==> config.mk <==
export PLATFORM = sky130hd
export DESIGN_NAME = bcd_down_ctr
export DESIGN_NICKNAME = d
export VERILOG_FILES = /design/src/rtl/bcd_down_ctr.sv
export SDC_FILE = /design/constraint.sdc
export NUM_CORES = 1
export LEC_CHECK = 0
export ABC_AREA = 1
export BUFFER_PORTS_ARGS = -buffer_cell sky130_fd_sc_hd__buf_2
export CAP_MARGIN = 25
export CORE_ASPECT_RATIO = 1.4
export CORE_MARGIN = 2
export CORE_UTILIZATION = 35
export CTS_CLUSTER_SIZE = 20
export DETAILED_ROUTE_END_ITERATION = 7
export PLACE_DENSITY = 0.64
export SLEW_MARGIN = 20
export SYNTH_ARGS = -nofsm -noshare
export SYNTH_HDL_FRONTEND = slang
export SYNTH_SLANG_ARGS = --single-unit
==> constraint.sdc <==
create_clock -name clk -period 0.95 [get_ports clk]
set_input_delay 0.19 -clock clk [delete_from_list [all_inputs] [get_ports clk]]
set_output_delay 0.19 -clock clk [all_outputs]
set_load 0.005 [all_outputs]
==> src/rtl/bcd_down_ctr.sv <==
// rtl/bcd_down_ctr.sv - multi-digit BCD countdown timer with expiry pulse
// Optional periodic reload enabled by defining BCD_DOWN_CTR_AUTO_RELOAD_EN.
module bcd_down_ctr #(
  parameter int DIGITS = 2
) (
  input  logic                clk,
  input  logic                rst,
  input  logic                load,
  input  logic [4*DIGITS-1:0] load_val,
  input  logic                en,
  output logic [4*DIGITS-1:0] q,
  output logic                zero,
  output logic                done,
  output logic                busy
);
  localparam int W = 4 * DIGITS;

  typedef enum logic [1:0] {IDLE, COUNT, EXPIRE} state_t;

  state_t         state, state_nxt;
  logic [W-1:0]   q_r, q_nxt, san, dec;
  logic           done_r, busy_r, done_nxt, busy_nxt;
  logic           reload_ok;
  logic [W-1:0]   reload_val;

  // Clamp any non-BCD digit of the start value to 9
  always_comb begin
    san = '0;
    for (int i = 0; i < DIGITS; i++) begin
      san[4*i +: 4] = (load_val[4*i +: 4] > 4'd9) ? 4'd9 : load_val[4*i +: 4];
    end
  end

  always_comb begin : decrement
    logic borrow;
    dec    = q_r;
    borrow = 1'b1;
    for (int i = 0; i < DIGITS; i++) begin
      if (borrow) begin
        if (q_r[4*i +: 4] == 4'd0) begin
          dec[4*i +: 4] = 4'd9;
        end else begin
          dec[4*i +: 4] = q_r[4*i +: 4] - 4'd1;
          borrow        = 1'b0;
        end
      end
    end
  end

`ifdef BCD_DOWN_CTR_AUTO_RELOAD_EN
  logic [W-1:0] reload_r;

  always_ff @(posedge clk or negedge rst) begin
    if (!rst) begin
      reload_r <= '0;
    end else if (load) begin
      reload_r <= san;
    end
  end

  assign reload_ok  = |reload_r;
  assign reload_val = reload_r;
`else
  assign reload_ok  = 1'b0;
  assign reload_val = '0;
`endif

  // State register (also holds the registered datapath and flags)
  always_ff @(posedge clk or negedge rst) begin
    if (!rst) begin
      state  <= IDLE;
      q_r    <= '0;
      done_r <= 1'b0;
      busy_r <= 1'b0;
    end else begin
      state  <= state_nxt;
      q_r    <= q_nxt;
      done_r <= done_nxt;
      busy_r <= busy_nxt;
    end
  end

  always_comb begin
    state_nxt = state;
    if (load) begin
      state_nxt = (|san) ? COUNT : IDLE;
    end else begin
      case (state)
        COUNT:   if (en && q_r == W'(1)) state_nxt = EXPIRE;
        IDLE,
        EXPIRE:  state_nxt = (en && reload_ok) ? COUNT : IDLE;
        default: state_nxt = IDLE;
      endcase
    end
  end

  always_comb begin
    q_nxt    = q_r;
    done_nxt = (state_nxt == EXPIRE);
    busy_nxt = (state_nxt == COUNT);
    if (load) begin
      q_nxt = san;
    end else if (en) begin
      if (state == COUNT) begin
        q_nxt = dec;
      end else if (reload_ok) begin
        q_nxt = reload_val;
      end
    end
  end

  assign q    = q_r;
  assign zero = (q_r == '0);
  assign done = done_r;
  assign busy = busy_r;

endmodule
* After elaboration in Yosys (flattened, before gate mapping)
Cells that the tools add are included.
** Word-level totals
- Register bits :: 12
- Input port bits :: 12
- Output and inout bits :: 11
- Word-level logic and storage cells :: 36
** Cells by class
- $add $sub $neg :: 2
- $lt $le $gt $ge :: 2
- Equal/unequal tests :: 4
- Muxes and demuxes :: 13
- Reductions and logical operators :: 10
** Operators by type and width (count)
- $mux 8 :: 3
- $mux 4 :: 5
- $eq 8x1->1 const B :: 1
- $gt 4x4->1 const B :: 2
- $logic_not 4->1 :: 2
- $logic_not 8->1 :: 1
- $reduce_or 8->1 :: 1
- $sub 4x1->4 const B :: 2
- $mux 2 :: 3
- $reduce_bool 2->1 :: 3
- $eq 2x1->1 const B :: 2
- $reduce_and 3->1 :: 1
- $eq 2x2->1 const B :: 1
- $mux 1 :: 2
- $reduce_and 2->1 :: 1
- $logic_and 1x1->1 :: 1

* Depth between registers and ports, before layout
- Word-level depth :: 6
- Depth in mapped cells :: 7

* Worst setup path before layout
Ideal clock, no wire load.
- Path type :: flip-flop to flip-flop
- Start point :: reg q_r[3] (netlist: q[3])
- End point :: reg busy_r (netlist: busy)
- Setup time :: 0.124 ns
- Arrival time :: 0.903 ns
- Path slack :: -0.078 ns
- Cell stages (with the launch flop) :: 7
- Buffers on the path :: 0
- Path through :: dfrtp_1 -> inv_1 -> nand2_1 -> nor2_1 -> nand4_1 -> nand2_1 -> nand2_1
** On the way
- Cells in the longest elaborated chain, start to end :: 6
** RTL lines
- start: declaration :: RTL line 21 : logic [W-1:0] q_r, q_nxt, san, dec;
- start signal: assignment :: RTL line 77 : q_r <= q_nxt;
- $eq 8x1->1 :: RTL line 89 : COUNT: if (en && q_r == W'(1)) state_nxt = EXPIRE;
- $logic_and 1x1->1 :: RTL line 89
- $mux 2 :: RTL line 89
- $mux 2 :: RTL line 88 : case (state)
- $mux 2 :: RTL line 85 : if (load) begin
- $eq 2x1->1 :: RTL line 100 : busy_nxt = (state_nxt == COUNT);
- named net busy_nxt :: RTL line 22 : logic done_r, busy_r, done_nxt, busy_nxt;
- end signal: assignment :: RTL line 79 : busy_r <= busy_nxt;
- end: declaration :: RTL line 22
The timed path passes the listed nets, and every way through them passes these cells.
A chain may end at the register's enable or synchronous reset.

* Final worst setup path
- Start point :: reg q_r[4] (netlist: q[4])
- End point :: out zero
** On the way
- Cells in the longest elaborated chain, start to end :: 1
** RTL lines
- $logic_not 8->1 :: RTL line 113 : assign zero = (q_r == '0);
- end: declaration :: RTL line 12 : output logic zero,
No other way between the ends.

==> impl_metrics.prom <==
# TYPE chip_impl_metric gauge
chip_impl_info{name="outcome",value="complete, but fails checks"} 1
chip_impl_info{name="failed_checks",value="negative setup slack"} 1
chip_impl_metric{name="peakVddDrop",unit="uV"} 899
chip_impl_metric{name="post_synth.cell_area_avg",unit="sq um"} 7.65
chip_impl_metric{name="synth_enable_flop_cells",unit=""} 0
chip_impl_info{name="path_delay_family",value="flip-flops"} 1
chip_impl_metric{name="drt_first_iter_violations",unit=""} 6
chip_impl_info{name="netlist_top_cells_count",value="sky130_fd_sc_hd__nand2_1 (32), sky130_fd_sc_hd__nor2_1 (13), sky130_fd_sc_hd__dfrtp_1 (12), sky130_fd_sc_hd__inv_1 (9), sky130_fd_sc_hd__nand3_1 (7)"} 1
chip_impl_metric{name="initial_core_utilization",unit="%"} 37.2
chip_impl_metric{name="tritoncts_num_sinks",unit=""} 12
chip_impl_metric{name="grt_pass1_vias",unit=""} 927
chip_impl_metric{name="synth_warnings",unit=""} 0
chip_impl_metric{name="clock_period_minus_worst_slack",unit="ns"} 1.31
chip_impl_metric{name="fp.dieArea",unit="sq um"} 2750
chip_impl_metric{name="critical_path_arrival",unit="ns"} 1.12
chip_impl_metric{name="totalWireLength",unit="um"} 2440
chip_impl_metric{name="yosysSeqAreaShare",unit="%"} 36.7
chip_impl_info{name="setup.worst_path.end_class",value="primary output"} 1
chip_impl_metric{name="total_number_of_vias",unit=""} 923
chip_impl_info{name="timing.critical_path.slowest_stage_cell",value="sky130_fd_sc_hd__dfrtp_2"} 1
chip_impl_info{name="start_kind",value="flip-flop"} 1
chip_impl_metric{name="gpl.final_weighted_congestion",unit=""} 0.794
chip_impl_info{name="setup.worst_path.class",value="reg2out"} 1
chip_impl_metric{name="final.hold.worst_slack",unit="ns"} 0.276
chip_impl_metric{name="area_growth",unit="%"} 77.2
chip_impl_info{name="worstHoldPathType",value="in2reg"} 1
chip_impl_metric{name="cap_violations",unit=""} 0
chip_impl_metric{name="cts_buffers",unit=""} 3
chip_impl_metric{name="num_antenna_cells",unit=""} 0
chip_impl_metric{name="sw_frac_of_total",unit="%"} 35.2
chip_impl_info{name="clock_tree.root_cell",value="sky130_fd_sc_hd__clkbuf_4"} 1
chip_impl_metric{name="viasPerCell",unit=""} 4.83
chip_impl_metric{name="fp-row-count",unit=""} 20
chip_impl_info{name="synth_most_common_cell",value="sky130_fd_sc_hd__nand2_1"} 1
chip_impl_metric{name="grt_overflow",unit=""} 0
chip_impl_metric{name="critical-path-max-stage-delay",unit="ns"} 0.44
chip_impl_metric{name="place.detailed.hpwl",unit="um"} 1560
chip_impl_metric{name="cp.buffers_inverters",unit=""} 1
chip_impl_metric{name="totalPowerFinal",unit="W"} 0.00257
chip_impl_metric{name="setup_tns",unit="ns"} -5.29
chip_impl_metric{name="internal_power",unit="W"} 0.00166
chip_impl_metric{name="routedWlPerCell",unit="um"} 12.8
chip_impl_metric{name="fin_nets",unit=""} 182
chip_impl_metric{name="floorplan.core_area",unit="sq um"} 2200
chip_impl_metric{name="cp.required",unit="ns"} 0.76
chip_impl_metric{name="total_leakage_power",unit="nW"} 0.754
chip_impl_metric{name="critical_path.max_fanout",unit=""} 2
chip_impl_metric{name="ratio_of_cells_with_drive_above_1_in_the_final_layout",unit="%"} 57.4
chip_impl_metric{name="total_of_fill_cells_in_the_finished_design",unit=""} 169
chip_impl_metric{name="power.combinational.fraction",unit="%"} 55.8
chip_impl_metric{name="maxSlewHeadroom",unit="%"} 79.3
chip_impl_metric{name="setup_ws",unit="ns"} -0.361
chip_impl_metric{name="clk_pin_slew_worst_paths",unit="ns"} 0.09
chip_impl_metric{name="port_buffers",unit=""} 22
chip_impl_info{name="synth.area.top_cells",value="sky130_fd_sc_hd__dfrtp_1 (37%), sky130_fd_sc_hd__nand2_1 (15%), sky130_fd_sc_hd__nor2_1 (6.0%)"} 1
chip_impl_metric{name="cts_max_path_buffers",unit=""} 2
chip_impl_metric{name="synth_fp_nets",unit=""} 119
chip_impl_metric{name="drt.antenna.violating_nets",unit=""} 0
chip_impl_metric{name="netlist_instances",unit=""} 107
chip_impl_metric{name="finalHoldViolations",unit=""} 0
chip_impl_metric{name="clock_skew",unit="ns"} 0.00554
chip_impl_metric{name="route.detailed.drc",unit=""} 0
chip_impl_metric{name="final_max_slew_viol_count",unit=""} 0
chip_impl_metric{name="grt_usage",unit="%"} 19.1
chip_impl_info{name="crit_chain",value="nor2_4 > nand2_2 > nor2_1 > buf_2"} 1
chip_impl_metric{name="power_frac_seq",unit="%"} 27.5
chip_impl_metric{name="final_instance_count_without_filler_cells",unit=""} 191
chip_impl_metric{name="p_switching",unit="W"} 0.000905
chip_impl_metric{name="yosys.cell_types.count",unit=""} 22
chip_impl_metric{name="drt_pre_antenna_iters",unit=""} 4
chip_impl_metric{name="die_h",unit="um"} 61.2
chip_impl_metric{name="clkPwrFrac",unit="%"} 16.7
chip_impl_info{name="post-synth-top-area-cell",value="sky130_fd_sc_hd__dfrtp_1"} 1
chip_impl_info{name="cts_tree",value="yes"} 1
chip_impl_metric{name="ctsHtreeMaxLevel",unit=""} 1
chip_impl_metric{name="die_x",unit="um"} 44.9
chip_impl_metric{name="global_route_wire_length_before_repair",unit="um"} 3750
chip_impl_metric{name="post_synth_instance_area",unit="sq um"} 818
chip_impl_metric{name="post-synth-top-area-fraction",unit="%"} 36.7
chip_impl_info{name="synth-main-ff-cell",value="sky130_fd_sc_hd__dfrtp_1"} 1
chip_impl_metric{name="fmax",unit="MHz"} 762
chip_impl_metric{name="number_of_antenna_violations_at_the_first_check_in_global_routing",unit=""} 0
chip_impl_metric{name="post-route-period-util",unit="%"} 138
chip_impl_metric{name="worstRegToRegCells",unit=""} 9
chip_impl_metric{name="placed_cells_incl_taps",unit=""} 167
chip_impl_metric{name="power.density_cell_area",unit="nW/um^2"} 1770
chip_impl_metric{name="worstMarginPinSlew",unit="ns"} 0.307
chip_impl_metric{name="grt_start_max_net_pins",unit=""} 14
chip_impl_metric{name="postSynth.asyncResetShare",unit="%"} 100
chip_impl_metric{name="ioPinCount",unit=""} 23
chip_impl_metric{name="synth_seq_cells",unit=""} 12
chip_impl_metric{name="finalSetupViolations",unit=""} 21
chip_impl_metric{name="worstSetupPathDepth",unit=""} 4
chip_impl_metric{name="clock_latency_on_the_worst_skew_pair",unit="ns"} 0.28
chip_impl_info{name="grt_setup_unrepaired",value="true"} 1
chip_impl_metric{name="worstHoldPathCells",unit=""} 5
[flip-flops by register name (all words and copies together), names as in the netlist]
name   count
done       1
state      2
busy       1
q          8
[final cells by class]
cell class                      count  area (sq um)  share of cell area, %
Clock buffer                        4          36.3                   2.50
Timing Repair Buffer               60           490                   33.8
Sequential cell                    12           304                   21.0
Tap cell                           22          27.5                   1.90
Inverter                           12          57.6                   3.97
Multi-Input combinational cell     81           534                   36.8
[cells by family after synthesis]
logic type      count (synthesis)  share of synthesized area (%)
simple gates                   71                           46.5
compound gates                 10                           6.57
buf+inv                        14                           10.2
flops                          12                           36.7
[worst paths after layout]
kind	start	end	slack [ns]
worst max register to register	q[1]$_DFFE_PN0P_	q[3]$_DFFE_PN0P_	-0.32
min in group asynchronous	rst	q[1]$_DFFE_PN0P_	0.31
worst max-delay path	q[4]$_DFFE_PN0P_	zero	-0.36
max in group asynchronous	rst	q[4]$_DFFE_PN0P_	0.40
worst min-delay path	load_val[1]	q[1]$_DFFE_PN0P_	0.28
worst min register to register	state[1]$_DFF_PN0_	done$_DFF_PN0_	0.62
[per-stage QoR]
step / worst slack [ns] / utilization [%] / cell area [sq um]
after floorplan: -0.0618 / - / 822
after detailed placement: -0.122 / 48.3 / 1060
final: -0.361 / 65.9 / 1450
after global placement: -0.0970 / 48.3 / 1060
after global routing: -0.433 / 65.9 / 1450
after CTS: -0.338 / 61.0 / 1340
[worst min-delay path, delay by kind of cell]
| family | cells | cell delay [ns] |
|---|---|---|
| simple gates | 2 | 0.09 |
| buf+inv | 2 | 0.17 |
| compound gates | 1 | 0.07 |
[layer usage]
metal  global-route usage [%]  share of wire [%]  wire (um)
met1                     20.0                 40        983
met2                     36.0                 55       1340
met3                     2.64                2.6         63
met4                     10.1                2.3         55
met5                        0                  0          0
[cell usage in the layout (no fill, tap or decap), drive strengths merged]
cell	netlist	layout
buf	2	59
inv	12	12
dfrtp	12	12
nand4	4	4
dlygate4sd3	0	1
a21oi	2	2
nand3	9	9
nor2	17	17
o21ai	8	8
nor3	3	3
clkbuf	0	4
nand2	38	38
[timing repair]
item                                    CTS  global route
hold buffers                              1             0
endpoints found under the hold margin    12             0
gates resized for setup                  26            17
endpoints found under the setup margin   21            23
pin swaps                                12             9
setup buffers                            16             4
[power by group through the flow]
stage | logic (W) | registers (W) | clock network [W]
floorplan | 0.000378 | 0.000748 | 0
global placement | 0.000809 | 0.000703 | 0
detailed placement | 0.000825 | 0.000708 | 0
CTS | 0.00125 | 0.000700 | 0.000427
global route | 0.00154 | 0.000716 | 0.000462
finish | 0.00143 | 0.000708 | 0.000428
Note: power is estimated with default switching activity, not from simulation.
